### config.mk
export PLATFORM = sky130hd
export DESIGN_NAME = ram_requester_flat
export DESIGN_NICKNAME = d
export VERILOG_FILES = /design/src/rtl/ram_req_pkg.sv /design/src/rtl/ram_requester_if.sv /design/src/rtl/ram_req_watchdog.sv /design/src/rtl/ram_requester.sv /design/src/flat_wrapper.sv
export SDC_FILE = /design/constraint.sdc
export NUM_CORES = 1
export LEC_CHECK = 0
export BUFFER_PORTS_ARGS = -buffer_cell sky130_fd_sc_hd__buf_2
export CAP_MARGIN = 30
export CORE_ASPECT_RATIO = 0.9
export CORE_MARGIN = 1.5
export CORE_UTILIZATION = 52
export DETAILED_ROUTE_END_ITERATION = 6
export GPL_TIMING_DRIVEN = 0
export PLACE_DENSITY = 0.85
export SLEW_MARGIN = 10
export SYNTH_ARGS = -nofsm -noshare
export SYNTH_HDL_FRONTEND = slang
export SYNTH_HIERARCHICAL = 1
export SYNTH_SLANG_ARGS = --single-unit
### constraint.sdc
create_clock -name clk -period 3.4 [get_ports clk]
set_input_delay 0.68 -clock clk [delete_from_list [all_inputs] [get_ports clk]]
set_output_delay 0.68 -clock clk [all_outputs]
set_load 0.02 [all_outputs]
### src/rtl/ram_req_pkg.sv
// Shared types and constants for the change-detect RAM requester and its RAM.
package ram_req_pkg;

  localparam int unsigned RAM_WORD_W          = 32;
  localparam int unsigned RAM_MEM_WORDS_DEF   = 4096;
  localparam int unsigned RAM_TIMEOUT_CYC_DEF = 64;

  typedef enum logic [1:0] {
    SYNC,
    IDLE,
    WAIT_LOW,
    WAIT_HIGH
  } state_e;

  // Lines driven towards the RAM; the RAM reacts to any change of this tuple.
  typedef struct packed {
    logic                  wr;
    logic [RAM_WORD_W-1:0] addr;
    logic [RAM_WORD_W-1:0] data;
  } mem_cmd_t;

  function automatic logic addr_in_range(input logic [RAM_WORD_W-1:0] addr,
                                         input int unsigned words);
    return addr < RAM_WORD_W'(words);
  endfunction

endpackage

### src/rtl/ram_requester_if.sv
// Client request/response port plus RAM handshake lines of the requester.
interface ram_requester_if;
  import ram_req_pkg::*;

  logic                  req_valid;
  logic                  req_ready;
  logic                  req_wr;
  logic [RAM_WORD_W-1:0] req_addr;
  logic [RAM_WORD_W-1:0] req_wdata;
  logic                  rsp_valid;
  logic [RAM_WORD_W-1:0] rsp_rdata;
  logic                  rsp_err;
  logic [RAM_WORD_W-1:0] mem_data;
  logic [RAM_WORD_W-1:0] mem_addr;
  logic                  mem_wr;
  logic                  mem_response;
  logic [RAM_WORD_W-1:0] mem_out;

  // Requester side.
  modport master (
    input  req_valid, req_wr, req_addr, req_wdata, mem_response, mem_out,
    output req_ready, rsp_valid, rsp_rdata, rsp_err, mem_data, mem_addr, mem_wr
  );

  // Client and RAM side.
  modport slave (
    output req_valid, req_wr, req_addr, req_wdata, mem_response, mem_out,
    input  req_ready, rsp_valid, rsp_rdata, rsp_err, mem_data, mem_addr, mem_wr
  );

endinterface

### src/rtl/ram_req_watchdog.sv
// Per-phase timeout counter: restarts on each response-phase entry, flags expiry.
module ram_req_watchdog #(
  parameter int unsigned TIMEOUT_CYC = 64
) (
  input  logic clk,
  input  logic rst,
  input  logic clear,
  input  logic run,
  output logic expire_c
);

  localparam int unsigned CNT_W = $clog2(TIMEOUT_CYC) + 1;

  logic [CNT_W-1:0] cnt;

  always_ff @(posedge clk) begin
    if (rst) begin
      cnt <= '0;
    end else if (clear) begin
      cnt <= '0;
    end else if (run && (cnt != CNT_W'(TIMEOUT_CYC))) begin
      cnt <= cnt + CNT_W'(1);
    end
  end

  // Fires on the edge at which the count would reach TIMEOUT_CYC.
  assign expire_c = run && !clear && (cnt == CNT_W'(TIMEOUT_CYC - 1));

endmodule

### src/rtl/ram_requester.sv
// Initiator for the change-detect word RAM handshake, one transaction in flight.
// Optional phase timeout enabled by defining RAM_REQ_TIMEOUT_EN.
module ram_requester
  import ram_req_pkg::*;
#(
  parameter int unsigned MEM_WORDS = RAM_MEM_WORDS_DEF
`ifdef RAM_REQ_TIMEOUT_EN
  , parameter int unsigned TIMEOUT_CYC = RAM_TIMEOUT_CYC_DEF
`endif
) (
  input logic            clk,
  input logic            rst,
  ram_requester_if.master bus
);

  state_e                state;
  logic                  req_ready_q;
  logic                  rsp_valid_q;
  logic                  rsp_err_q;
  logic [RAM_WORD_W-1:0] rsp_rdata_q;
  mem_cmd_t              cmd_q;
  logic                  pend;
  logic                  pend_err;

  logic accept_c;
  logic oob_c;
  logic elide_c;
  logic expire_c;

  assign accept_c = (state == IDLE) && !pend && req_ready_q && bus.req_valid;
  assign oob_c    = !addr_in_range(bus.req_addr, MEM_WORDS);
  // Re-driving an identical write would present no change to the RAM.
  assign elide_c  = bus.req_wr && cmd_q.wr &&
                    (bus.req_addr == cmd_q.addr) && (bus.req_wdata == cmd_q.data);

`ifdef RAM_REQ_TIMEOUT_EN
  logic wd_clear_c;
  logic wd_run_c;

  assign wd_clear_c = accept_c || ((state == WAIT_LOW) && !bus.mem_response);
  assign wd_run_c   = (state == WAIT_LOW) || (state == WAIT_HIGH);

  ram_req_watchdog #(
    .TIMEOUT_CYC (TIMEOUT_CYC)
  ) u_watchdog (
    .clk      (clk),
    .rst      (rst),
    .clear    (wd_clear_c),
    .run      (wd_run_c),
    .expire_c (expire_c)
  );
`else
  assign expire_c = 1'b0;
`endif

  always_ff @(posedge clk) begin
    if (rst) begin
      state       <= SYNC;
      req_ready_q <= 1'b0;
      rsp_valid_q <= 1'b0;
      rsp_err_q   <= 1'b0;
      rsp_rdata_q <= '0;
      cmd_q       <= '0;
      pend        <= 1'b0;
      pend_err    <= 1'b0;
    end else begin
      rsp_valid_q <= 1'b0;
      rsp_err_q   <= 1'b0;
      case (state)
        // RAM has no reset: let any aborted access settle before serving requests.
        SYNC: begin
          req_ready_q <= 1'b0;
          if (bus.mem_response) begin
            state <= IDLE;
          end
        end

        IDLE: begin
          if (pend) begin
            rsp_valid_q <= 1'b1;
            rsp_err_q   <= pend_err;
            pend        <= 1'b0;
          end else if (accept_c) begin
            req_ready_q <= 1'b0;
            if (oob_c) begin
              pend     <= 1'b1;
              pend_err <= 1'b1;
            end else if (elide_c) begin
              pend     <= 1'b1;
              pend_err <= 1'b0;
            end else begin
              cmd_q.addr <= bus.req_addr;
              cmd_q.wr   <= bus.req_wr;
              // Reads flip the ignored data lines so repeats still look like a change.
              cmd_q.data <= bus.req_wr ? bus.req_wdata : ~cmd_q.data;
              state      <= WAIT_LOW;
            end
          end else begin
            req_ready_q <= 1'b1;
          end
        end

        WAIT_LOW: begin
          if (!bus.mem_response) begin
            state <= WAIT_HIGH;
          end else if (expire_c) begin
            rsp_valid_q <= 1'b1;
            rsp_err_q   <= 1'b1;
            state       <= SYNC;
          end
        end

        WAIT_HIGH: begin
          if (bus.mem_response) begin
            rsp_valid_q <= 1'b1;
            if (!cmd_q.wr) begin
              rsp_rdata_q <= bus.mem_out;
            end
            state <= IDLE;
          end else if (expire_c) begin
            rsp_valid_q <= 1'b1;
            rsp_err_q   <= 1'b1;
            state       <= SYNC;
          end
        end

        default: begin
          state <= SYNC;
        end
      endcase
    end
  end

  assign bus.req_ready = req_ready_q;
  assign bus.rsp_valid = rsp_valid_q;
  assign bus.rsp_err   = rsp_err_q;
  assign bus.rsp_rdata = rsp_rdata_q;
  assign bus.mem_data  = cmd_q.data;
  assign bus.mem_addr  = cmd_q.addr;
  assign bus.mem_wr    = cmd_q.wr;

endmodule

### src/flat_wrapper.sv
// flat-port wrapper written by rule: the top's interface ports become plain ports
module ram_requester_flat import ram_req_pkg::*;
#(
  parameter int unsigned MEM_WORDS = RAM_MEM_WORDS_DEF

)
  (clk, rst, bus_req_valid, bus_req_wr, bus_req_addr, bus_req_wdata, bus_mem_response, bus_mem_out, bus_req_ready, bus_rsp_valid, bus_rsp_rdata, bus_rsp_err, bus_mem_data, bus_mem_addr, bus_mem_wr);
  ram_requester_if bus_i ();
  input logic clk;
  input logic rst;
  input wire logic [$bits(bus_i.req_valid)-1:0] bus_req_valid;
  input wire logic [$bits(bus_i.req_wr)-1:0] bus_req_wr;
  input wire logic [$bits(bus_i.req_addr)-1:0] bus_req_addr;
  input wire logic [$bits(bus_i.req_wdata)-1:0] bus_req_wdata;
  input wire logic [$bits(bus_i.mem_response)-1:0] bus_mem_response;
  input wire logic [$bits(bus_i.mem_out)-1:0] bus_mem_out;
  output wire logic [$bits(bus_i.req_ready)-1:0] bus_req_ready;
  output wire logic [$bits(bus_i.rsp_valid)-1:0] bus_rsp_valid;
  output wire logic [$bits(bus_i.rsp_rdata)-1:0] bus_rsp_rdata;
  output wire logic [$bits(bus_i.rsp_err)-1:0] bus_rsp_err;
  output wire logic [$bits(bus_i.mem_data)-1:0] bus_mem_data;
  output wire logic [$bits(bus_i.mem_addr)-1:0] bus_mem_addr;
  output wire logic [$bits(bus_i.mem_wr)-1:0] bus_mem_wr;
  assign bus_i.req_valid = bus_req_valid;
  assign bus_i.req_wr = bus_req_wr;
  assign bus_i.req_addr = bus_req_addr;
  assign bus_i.req_wdata = bus_req_wdata;
  assign bus_i.mem_response = bus_mem_response;
  assign bus_i.mem_out = bus_mem_out;
  assign bus_req_ready = bus_i.req_ready;
  assign bus_rsp_valid = bus_i.rsp_valid;
  assign bus_rsp_rdata = bus_i.rsp_rdata;
  assign bus_rsp_err = bus_i.rsp_err;
  assign bus_mem_data = bus_i.mem_data;
  assign bus_mem_addr = bus_i.mem_addr;
  assign bus_mem_wr = bus_i.mem_wr;
  ram_requester #(.MEM_WORDS(MEM_WORDS)) u_core (.clk(clk), .rst(rst), .bus(bus_i));
endmodule
==> results of run 1 <==
## cell type report
| type | count | share of cell area (%) |
|---|---|---|
| well taps | 122 | 2.45 |
| flip-flops and latches | 104 | 33.4 |
| repair buffers | 200 | 16.1 |
| plain buffers | 30 | 2.23 |
| clock inverters | 6 | 0.682 |
| multi-input cells | 447 | 42.6 |
| inverters | 9 | 0.542 |
| clock buffers | 10 | 2.05 |
## power breakdown
part,total (mW),leakage (nW),switching [mW],internal (mW)
registers,1.27,0.838,0.0221,1.25
clock network,0.707,0.0831,0.437,0.270
logic,0.379,2.09,0.233,0.146
## logic make-up (layout without fill, tap and decap cells)
| logic type | Yosys count | after routing |
|---|---|---|
| compound gates | 83 | 83 |
| xor+xnor | 49 | 49 |
| fa+ha+maj | 4 | 4 |
| buf+inv | 39 | 255 |
| flops | 104 | 104 |
| mux | 44 | 44 |
| simple gates | 267 | 267 |
## registers in the layout (all words and copies together) (netlist names), 2 cells and up
name                  flops
u_core/bus.mem_addr      32
u_core/bus.mem_data      32
u_core/bus.rsp_rdata     32
u_core/state              2
## metrics by stage
| step | utilization (%) | instances | worst slack, ns |
|---|---|---|---|
| final | 68.3 | 928 | 0.760 |
| after global routing | 68.3 | 928 | 0.661 |
| after CTS | 68.3 | 928 | 0.831 |
| after detailed placement | 66.4 | 912 | 0.561 |
| after global placement | 66.4 | 912 | 0.520 |
| after floorplan | - | 590 | 1.16 |
## cell usage after synthesis, drive strengths merged
master and n:
nor3 7, dfxtp 104, and3 1, nand3 7
and4b 1, a21oi 35, nor2 55, nand2b 28
and4 1, o211ai 1, o2111a 1, nand2 99
o2111ai 6, o32ai 1, nand4b 1, xnor2 45
nor2b 6, and2 20, clkbuf 23, o21ai 37
or3 1, inv 9, ha 4, a211oi 2
mux2i 44, buf 7, or2 1, nand4 27
nor4 12, xor2 4
## metal layers
metal  track usage [%]  part of all wire, %  vias to the layer above
li1                  -                    -                     2415
met1              37.9                   42                     2313
met2              49.0                   47                      279
met3              8.82                  9.8                       37
met4              10.3                  2.1                        0
met5                 0                    0                        -
## critical path, cell delays in order
cell and delay, ns:
buf_2 0.12, xnor2_1 0.44, nand4_1 0.24, nor4_1 0.30, nand4_1 0.14, o21ai_2 0.28, buf_2 0.36, mux2i_1 0.25
nor2_1 0.06
## worst min-delay path by stage
stage | slack (ns) | depth (start not counted) | end
floorplan | 0.43 | 2 | u_core/bus.rsp_err$_SDFF_PP0_
global placement | 0.44 | 2 | u_core/bus.rsp_rdata[5]$_SDFFE_PP0P_
detailed placement | 0.44 | 2 | u_core/bus.rsp_rdata[25]$_SDFFE_PP0P_
CTS | 0.46 | 2 | u_core/bus.rsp_rdata[25]$_SDFFE_PP0P_
global route | 0.47 | 2 | u_core/bus.rsp_rdata[25]$_SDFFE_PP0P_
finish | 0.46 | 2 | u_core/bus.rsp_rdata[25]$_SDFFE_PP0P_
==> out/metrics.cfg, run 1 <==
[worst_hold_path]
hold_start=u_core/bus.rsp_rdata[25]$_SDFFE_PP0P_
hold_path_class=flop to flop

[grt]
grt_max_degree=18
grt_antenna_before_repair=0
grt_overflow=0
grt_pass1_vias=4729
grt_pass1_wl_mm=23.4
track_usage_pct=29.9

[finish]
area_delta_synth_final_pct=27.0
nets=906
final_common_cell=buf_2
drive_above_1_share_pct=27.8
multi_input_area_mm2=0.00266
mostFrequentLayoutCells=buf_2 (203), dfxtp_1 (104), nand2_1 (99)
nFillCells=809
design_area_mm2=0.00623
insertedDiodeCount=0
seqCellArea_mm2=0.00208

[worst_setup_path]
end_kind=flop
worst_setup_path_start_kind=input port
reg2reg_to=u_core/bus.mem_addr[2]$_SDFFE_PP0P_
path_max_fanout=10
reg2reg_depth=8
worstSetupStartpoint=bus_req_addr[16]
cp.required_ns=3.64
endpoint=u_core/bus.mem_addr[2]$_SDFFE_PP0P_
criticalPathCategory=input port to flop
arrival_ns=2.88
rr_startpoint=u_core/bus.mem_addr[16]$_SDFFE_PP0P_
reg2reg_setup_slack_ns=0.83

[timing]
hold_viol_final=0
fin_crit_sh_pct=77.6
fin_setup_tns_ns=0
worstMarginPinSlew_ns=0.579
fmax_mhz=379
setup_viol=0
maxSlewHeadroom_pct=61.1
skew_ns=0.00873
worst_hold_slack_ns=0.459
period_minus_slack_ns=2.64
report.final.slew_viol_count=0
rsz0062_at_grt=false

[die]
io_pins=201
initial_core_util_pct=53.8
dieHeight_um=95.2
core_mm2=0.00913
dieArea_mm2=0.0100
placement_rows=33
die_w_um=105

[detailed_routing]
wl_per_cell_um=16.8
routed_wl_mm=15.6
dr.pass1.iters=5
drcViolationCount=0
via_per_inst=5.44
postRouteAntennaNets=0
dr_total_vias=5044
first_iter_violations=411

[logic_synthesis]
yosys-top-cells-area=dfxtp_1 (42%), mux2i_1 (9.0%), xnor2_1 (8.0%), nand2_1 (7.6%), nor2_1 (4.2%)
synth_area_per_cell_um2=8.32
synth_top_family_by_area=simple AND/OR/NAND/NOR gates
ys_seq_area_share_pct=42.4
synth_cell_types=33
syn-num-nets=695
syn_inst=590
synth_top_area_share_pct=42.4
synth-simple-area-share_pct=26.0
syn_area_mm2=0.00491
synth_seq_cells=104
yosysWarnings=6
yosys.area.top_type=dfxtp_1
synthAdderAreaFrac_pct=1.02
synth_mux_area_share_pct=8.97
synth_compound_area_share_pct=9.35
synth_xor_area_share_pct=8.74

[power_and_ir_drop]
leakage_nw=3.01
p_total_mw=2.36
p_per_area_mw_per_mm2=378
ir_drop_mv=0.248

[flow_run]
drv_cap=0

[clock_network]
cts_tree=done
ctsHoldBuffers=0
htreeDepth=3
clk_latency_ns=0.37
cts_buffers=9
cts_sinks=104
cts_root_buffer=clkbuf_8
post_cts_buffers=0
cts.clk_slew.worst_paths_ns=0.10
cts_resized=0
cts_buffer_depth=2

[placed_design]
hpwlAfterDp_mm=12.2
postPlaceCellArea_mm2=0.00606
portBuffers=200
place_congestion=1.05

[status]
outcome=completed

No activity file was read; power rests on OpenSTA's default activity.
==> inputs of run 2 (changes only) <==
- CORE_UTILIZATION: 52 -> 48
- PLACE_DENSITY: 0.85 -> 0.8
- clock period: 3.4 -> 2.6 ns (I/O delays scaled with it)
==> run 2 against run 1 <==
Compared with the run above: non-clock buffer count unchanged; die area is 8.1% higher; sequential power up 31%; count of clock-buffer cells in the layout grew 2; wire length up 2.2%; first-iteration DRC count increased by 1.5%; global-route usage decreased by 0.56 points; highest routed layer unchanged.
==> out/metrics.cfg, run 2 (synthesis gave the netlist of run 1 again) <==
[worst_setup_path]
reg2reg_to=u_core/bus.mem_data[24]$_SDFFE_PP0P_
critical_path.slowest_cell=xnor2_1
end_kind=flop
timing.critical_path.buf_inv=2  ; unchanged
cp_top_family=simple AND/OR/NAND/NOR gates
rr_startpoint=u_core/bus.mem_addr[30]$_SDFFE_PP0P_
endpoint=u_core/bus.mem_data[24]$_SDFFE_PP0P_
arrival_ns=2.62  ; -0.26 ns
cp.required_ns=2.82  ; -0.82 ns
reg2reg_setup_slack_ns=0.20  ; -0.63 ns
criticalPathCategory=flop to flop
worst_setup_path_start_kind=flop
cp.depth=9  ; unchanged
cpPeakStageDelay_ns=0.36  ; -0.08 ns
crit_chain=xnor2_1 -> nand4_1 -> nor4_1 -> nand3_1 -> o21ai_2 -> buf_6 -> buf_6 -> mux2i_1 -> nor2_1
path_max_fanout=10  ; unchanged
critPathMostFrequentCell=buf_6
worstSetupStartpoint=u_core/bus.mem_addr[30]$_SDFFE_PP0P_
reg2reg_depth=9  ; +1

[clock_network]
cts_resized=0  ; unchanged
cts_root_buffer=clkbuf_16
cts_buffers=9  ; unchanged
cts_sinks=104  ; unchanged
cts_buffer_depth=2  ; unchanged
cts_tree=done
post_cts_buffers=0  ; unchanged
htreeDepth=3  ; unchanged
ctsHoldBuffers=0  ; unchanged
clk_latency_ns=0.35  ; -0.02 ns
cts.clk_slew.worst_paths_ns=0.07  ; -0.03 ns

[finish]
insertedDiodeCount=0  ; unchanged
nets=906  ; unchanged
area_delta_synth_final_pct=29.5
final_common_cell=buf_2
drive_above_1_share_pct=27.9  ; +0.12 points
mostFrequentLayoutCells=buf_2 (203), dfxtp_1 (104), nand2_1 (99)

[die]
dieHeight_um=98.9  ; +4.0%
die_w_um=110  ; +4.0%
dieArea_mm2=0.0108  ; +8.1%
initial_core_util_pct=50.0  ; -3.8 points
io_pins=201  ; unchanged
placement_rows=34  ; +3.0%
core_mm2=0.00983  ; +7.7%

[detailed_routing]
dr_total_vias=5052  ; +0.16%
wl_per_cell_um=17.1  ; +1.8%
postRouteAntennaNets=0  ; unchanged
drcViolationCount=0  ; unchanged
routed_wl_mm=15.9  ; +2.2%
via_per_inst=5.42  ; -0.27%
dr.pass1.iters=5  ; unchanged
first_iter_violations=417  ; +1.5%

[placed_design]
place_congestion=0.997  ; -4.8%
hpwlAfterDp_mm=12.5  ; +2.6%
place_ws_ns=-0.161  ; -0.722 ns
portBuffers=200  ; unchanged

[grt]
grt_overflow=0  ; unchanged
grt_pass1_vias=4883  ; +3.3%
track_usage_pct=29.4  ; -0.56 points
grt_max_degree=17  ; -1
grt_antenna_before_repair=0  ; unchanged
grt_pass1_wl_mm=24.4  ; +4.2%

[power_and_ir_drop]
ir_drop_mv=0.348  ; +41%
p_per_area_mw_per_mm2=539  ; +42%
leakage_nw=3.07  ; +1.7%
p_total_mw=3.43  ; +45%

[timing]
setup_slack_ns=0.202  ; -0.558 ns
period_minus_slack_ns=2.40
worstMarginPinSlew_ns=0.555  ; -0.0240 ns
report.final.slew_viol_count=0  ; unchanged
setup_viol=0  ; unchanged
skew_ns=0.00772  ; -0.00101 ns
rsz0062_at_grt=false
fin_crit_sh_pct=92.2
fmax_mhz=417
hold_viol_final=0  ; unchanged
maxSlewHeadroom_pct=63.0  ; +2.0 points

[worst_hold_path]
hold_path_class=input port to flop

[status]
outcome=completed

[flow_run]
drv_cap=0  ; unchanged

[run 2: changes by cell type in the layout (fill, tap and decap cells not counted)]
| cell | delta |
|---|---|
| inv_6 | -2 |
| clkinv_2 | -2 |
| clkbuf_8 | -9 |
| clkbuf_16 | +9 |
| clkinv_4 | +1 |
| xnor2_2 | +3 |
| clkbuf_1 | +2 |
| clkinvlp_4 | +1 |
| xnor2_1 | -3 |
[run 2: metrics by stage]
stage / instances / hold slack, ns / utilization [%] / instance area [um2] / TNS [ns]
6_report: 932 / 0.406 / 64.7 / 6360 / 0
5_1_grt: 932 / 0.397 / 64.7 / 6360 / 0
4_1_cts: 932 / 0.398 / 64.5 / 6340 / 0
3_5_place_dp: 916 / 0.451 / 61.8 / 6070 / -2.99
3_3_place_gp: 916 / 0.440 / 61.8 / 6070 / -2.13
2_1_floorplan: 590 / 0.427 / - / 4910 / 0
[run 2: area by class of cell]
cell class                      count  area (um2)
Tap cell                          126         158
Timing Repair Buffer              200        1000
Buffer                             30         139
Inverter                            9        33.8
Clock inverter                      4        31.3
Fill cell                         833        3470
Multi-Input combinational cell    447        2680
Clock buffer                       12         236
Sequential cell                   104        2080
[run 2: how the worst min path moves through the flow]
stage                                          start                                    end  slack, ns  cells after the start
2_1_floorplan           u_core/pend_err$_SDFFE_PP0P_          u_core/bus.rsp_err$_SDFF_PP0_       0.43                      2
3_3_place_gp   u_core/bus.rsp_rdata[29]$_SDFFE_PP0P_  u_core/bus.rsp_rdata[29]$_SDFFE_PP0P_       0.44                      2
3_5_place_dp   u_core/bus.rsp_rdata[27]$_SDFFE_PP0P_  u_core/bus.rsp_rdata[27]$_SDFFE_PP0P_       0.45                      2
4_1_cts                               bus_mem_out[3]   u_core/bus.rsp_rdata[3]$_SDFFE_PP0P_       0.40                      3
5_1_grt                               bus_mem_out[6]   u_core/bus.rsp_rdata[6]$_SDFFE_PP0P_       0.40                      3
6_report                              bus_mem_out[6]   u_core/bus.rsp_rdata[6]$_SDFFE_PP0P_       0.41                      3
[run 2: layer usage]
metal  wire (um)  up-vias  GRT usage, %
li1            -     2423             -
met4         272        0          9.59
met2        7730      218          49.3
met5           0        -             0
met3        1350       26          7.34
met1        6550     2385          36.6
[run 2: worst reg2reg max path, delay by kind of cell, from the launching register on]
family,cells,cell delay (ns)
DFF,1,0.33
xor gates and xnor gates,1,0.36
muxes,1,0.22
and+or+nand+nor,4,0.65
buffers and inverters,2,0.41
AOI/OAI and AO/OA,1,0.29
[run 2: power breakdown]
group	total, mW	leakage (nW)	internal [mW]	switching (mW)
combinational	0.500	2.11	0.193	0.306
sequential	1.66	0.838	1.63	0.0286
clock	1.26	0.119	0.653	0.611
==> inputs of run 3 (changes only) <==
--- a/config.mk
+++ b/config.mk
@@ -14,3 +14,3 @@
 export GPL_TIMING_DRIVEN = 0
-export PLACE_DENSITY = 0.8
+export PLACE_DENSITY = 0.79
 export SLEW_MARGIN = 10
--- a/constraint.sdc
+++ b/constraint.sdc
@@ -3,2 +3,2 @@
 set_output_delay 0.52 -clock clk [all_outputs]
-set_load 0.02 [all_outputs]
+set_load 0.05 [all_outputs]
==> run 3 against run 2 <==
Compared with the run above: register-to-register slack about the same; setup slack got worse by 0.0069 ns; utilization rose by 0.38 points; first-iteration DRC count shrank 16%; sequential share of layout area fell by 0.19 points; wire length fell by 2.9%; critical endpoint is now u_core/bus.mem_data[23]$_SDFFE_PP0P_; fmax shrank 0.29%.
==> out/metrics.cfg, run 3 (synthesis gave the netlist of run 1 again) <==
[power_and_ir_drop]
power.share.clock_pct=39.4  ; +2.5 points
ir_drop_mv=0.460  ; +32%
leakage_nw=3.10  ; +1.1%
p_sw_mw=0.987  ; +4.4%
p_seq_share_pct=45.5  ; -3.0 points
swShare_pct=27.0  ; -0.60 points
p_total_mw=3.65  ; +6.7%
p_per_area_mw_per_mm2=571  ; +6.0%
p_int_mw=2.67  ; +7.5%
p_comb_share_pct=15.1  ; +0.5 points

[placed_design]
postPlaceCellArea_mm2=0.00607  ; unchanged
hpwlAfterDp_mm=12.1  ; -3.4%
post-place-cells=916  ; unchanged
place_ws_ns=-0.126  ; +0.0348 ns
place_congestion=1.02  ; +2.7%
portBuffers=200  ; unchanged

[worst_setup_path]
endpoint=u_core/bus.mem_data[23]$_SDFFE_PP0P_
criticalPathCategory=flop to flop
critPathMostFrequentCell=buf_6
critical_path.slowest_cell=xnor2_1
crit_chain=xnor2_1 -> nand4_1 -> nor4_1 -> nand3_1 -> o21ai_2 -> buf_6 -> buf_6 -> mux2i_1 -> nor2_1
rr_startpoint=u_core/bus.mem_addr[30]$_SDFFE_PP0P_
timing.critical_path.buf_inv=2  ; unchanged
reg2reg_setup_slack_ns=0.20  ; about the same
reg2reg_to=u_core/bus.mem_data[23]$_SDFFE_PP0P_
cp_top_family=simple AND/OR/NAND/NOR gates
worst_setup_path_start_kind=flop
cpPeakStageDelay_ns=0.35  ; about the same
worstSetupStartpoint=u_core/bus.mem_addr[30]$_SDFFE_PP0P_
reg2reg_depth=9  ; unchanged
arrival_ns=2.62  ; about the same
end_kind=flop
path_max_fanout=10  ; unchanged
cp.depth=9  ; unchanged
cp.required_ns=2.82  ; about the same

[grt]
grt_overflow=0  ; unchanged
track_usage_pct=28.2  ; -1.2 points
grt_antenna_before_repair=0  ; unchanged
grt_pass1_vias=4709  ; -3.6%
grt_pass1_wl_mm=23.3  ; -4.4%
grt_max_degree=17  ; unchanged

[clock_network]
clk_latency_ns=0.34  ; about the same
cts.clk_slew.worst_paths_ns=0.07  ; about the same
cts_sinks=104  ; unchanged
cts_root_buffer=clkbuf_16
cts_buffer_depth=2  ; unchanged
post_cts_buffers=0  ; unchanged
cts_tree=done
htreeDepth=3  ; unchanged
cts_buffers=9  ; unchanged

[finish]
final_cells=932  ; unchanged
final_common_cell=buf_2
design_area_mm2=0.00640  ; +0.59%
mostFrequentLayoutCells=buf_2 (203), dfxtp_1 (104), nand2_1 (99)
seqCellArea_mm2=0.00208  ; unchanged
insertedDiodeCount=0  ; unchanged
area_delta_synth_final_pct=30.3
multi_input_area_mm2=0.00267  ; -0.28%
nets=906  ; unchanged
drive_above_1_share_pct=28.0  ; +0.12 points
fin_util_pct=65.1  ; +0.38 points
nFillCells=862  ; +3.5%

[detailed_routing]
dr_total_vias=5011  ; -0.81%
drcViolationCount=0  ; unchanged
first_iter_violations=350  ; -16%
wl_per_cell_um=16.6  ; -2.9%
routed_wl_mm=15.4  ; -2.9%
dr.pass1.iters=5  ; unchanged
postRouteAntennaNets=0  ; unchanged
via_per_inst=5.38  ; -0.81%

[die]
core_mm2=0.00983  ; unchanged
dieHeight_um=98.9  ; unchanged
initial_core_util_pct=50.0  ; unchanged
io_pins=201  ; unchanged
die_w_um=110  ; unchanged
placement_rows=34  ; unchanged
dieArea_mm2=0.0108  ; unchanged

[timing]
maxSlewHeadroom_pct=60.3  ; -2.7 points
fin_crit_sh_pct=92.5  ; +0.26 points
fin_setup_tns_ns=0  ; unchanged
rsz0062_at_grt=false
worst_hold_slack_ns=0.410  ; +0.00387 ns
skew_ns=0.00733  ; -0.000397 ns
fmax_mhz=416  ; -0.29%
period_minus_slack_ns=2.40  ; +0.00689 ns
hold_viol_final=0  ; unchanged
worstMarginPinSlew_ns=0.590  ; +0.0348 ns
report.final.slew_viol_count=0  ; unchanged
setup_viol=0  ; unchanged
setup_slack_ns=0.195  ; -0.00689 ns

[flow_run]
drv_cap=0  ; unchanged

[status]
outcome=completed

[worst_hold_path]
hold_path_class=input port to flop

## run 3: per-layer routing
metal	vias to the layer above	share of wire (%)	track usage (%)
met2	254	46	45.1
met1	2308	41	36.6
met3	28	11	8.13
li1	2421	-	-
met4	0	1.9	8.89
met5	-	0	0
## run 3: power by group through the flow
stage                     clock network [mW]  registers [mW]  logic (mW)
final                                   1.44            1.66       0.552
after global routing                    1.53            1.67       0.599
after CTS                               1.46            1.66       0.543
after detailed placement                   0            1.70       0.539
after global placement                     0            1.70       0.523
after floorplan                            0            1.79       0.245
## run 3: worst min-delay path by stage
stage	startpoint	endpoint	slack, ns	cells after the start
floorplan	u_core/pend_err$_SDFFE_PP0P_	u_core/bus.rsp_err$_SDFF_PP0_	0.43	2
global placement	u_core/bus.rsp_rdata[12]$_SDFFE_PP0P_	u_core/bus.rsp_rdata[12]$_SDFFE_PP0P_	0.44	2
detailed placement	u_core/bus.rsp_rdata[14]$_SDFFE_PP0P_	u_core/bus.rsp_rdata[14]$_SDFFE_PP0P_	0.45	2
CTS	bus_mem_out[19]	u_core/bus.rsp_rdata[19]$_SDFFE_PP0P_	0.40	3
global route	bus_mem_out[13]	u_core/bus.rsp_rdata[13]$_SDFFE_PP0P_	0.41	3
finish	bus_mem_out[11]	u_core/bus.rsp_rdata[11]$_SDFFE_PP0P_	0.41	3
## run 3: tightest hold or removal path: cells and delay by family
kind | cells | cell delay, ns
buffers and inverters | 1 | 0.10
AND/OR/NAND/NOR | 1 | 0.04
AO/OA/AOI/OAI | 1 | 0.05
## run 3: repair_timing
item / CTS / global route
endpoints found under the setup margin: 0 / 17
gates resized for setup: 0 / 2
hold buffers: 0 / 0
hold endpoints to repair: 0 / 0
## run 3: final cells by class
| type | instances | share of cell area (%) |
|---|---|---|
| buffer | 30 | 2.17 |
| clock buffer | 10 | 3.58 |
| clock inverter | 6 | 1.31 |
| inverter | 9 | 0.528 |
| multi-input combinational | 447 | 41.7 |
| sequential | 104 | 32.6 |
| tap | 126 | 2.46 |
| timing repair buffer | 200 | 15.6 |
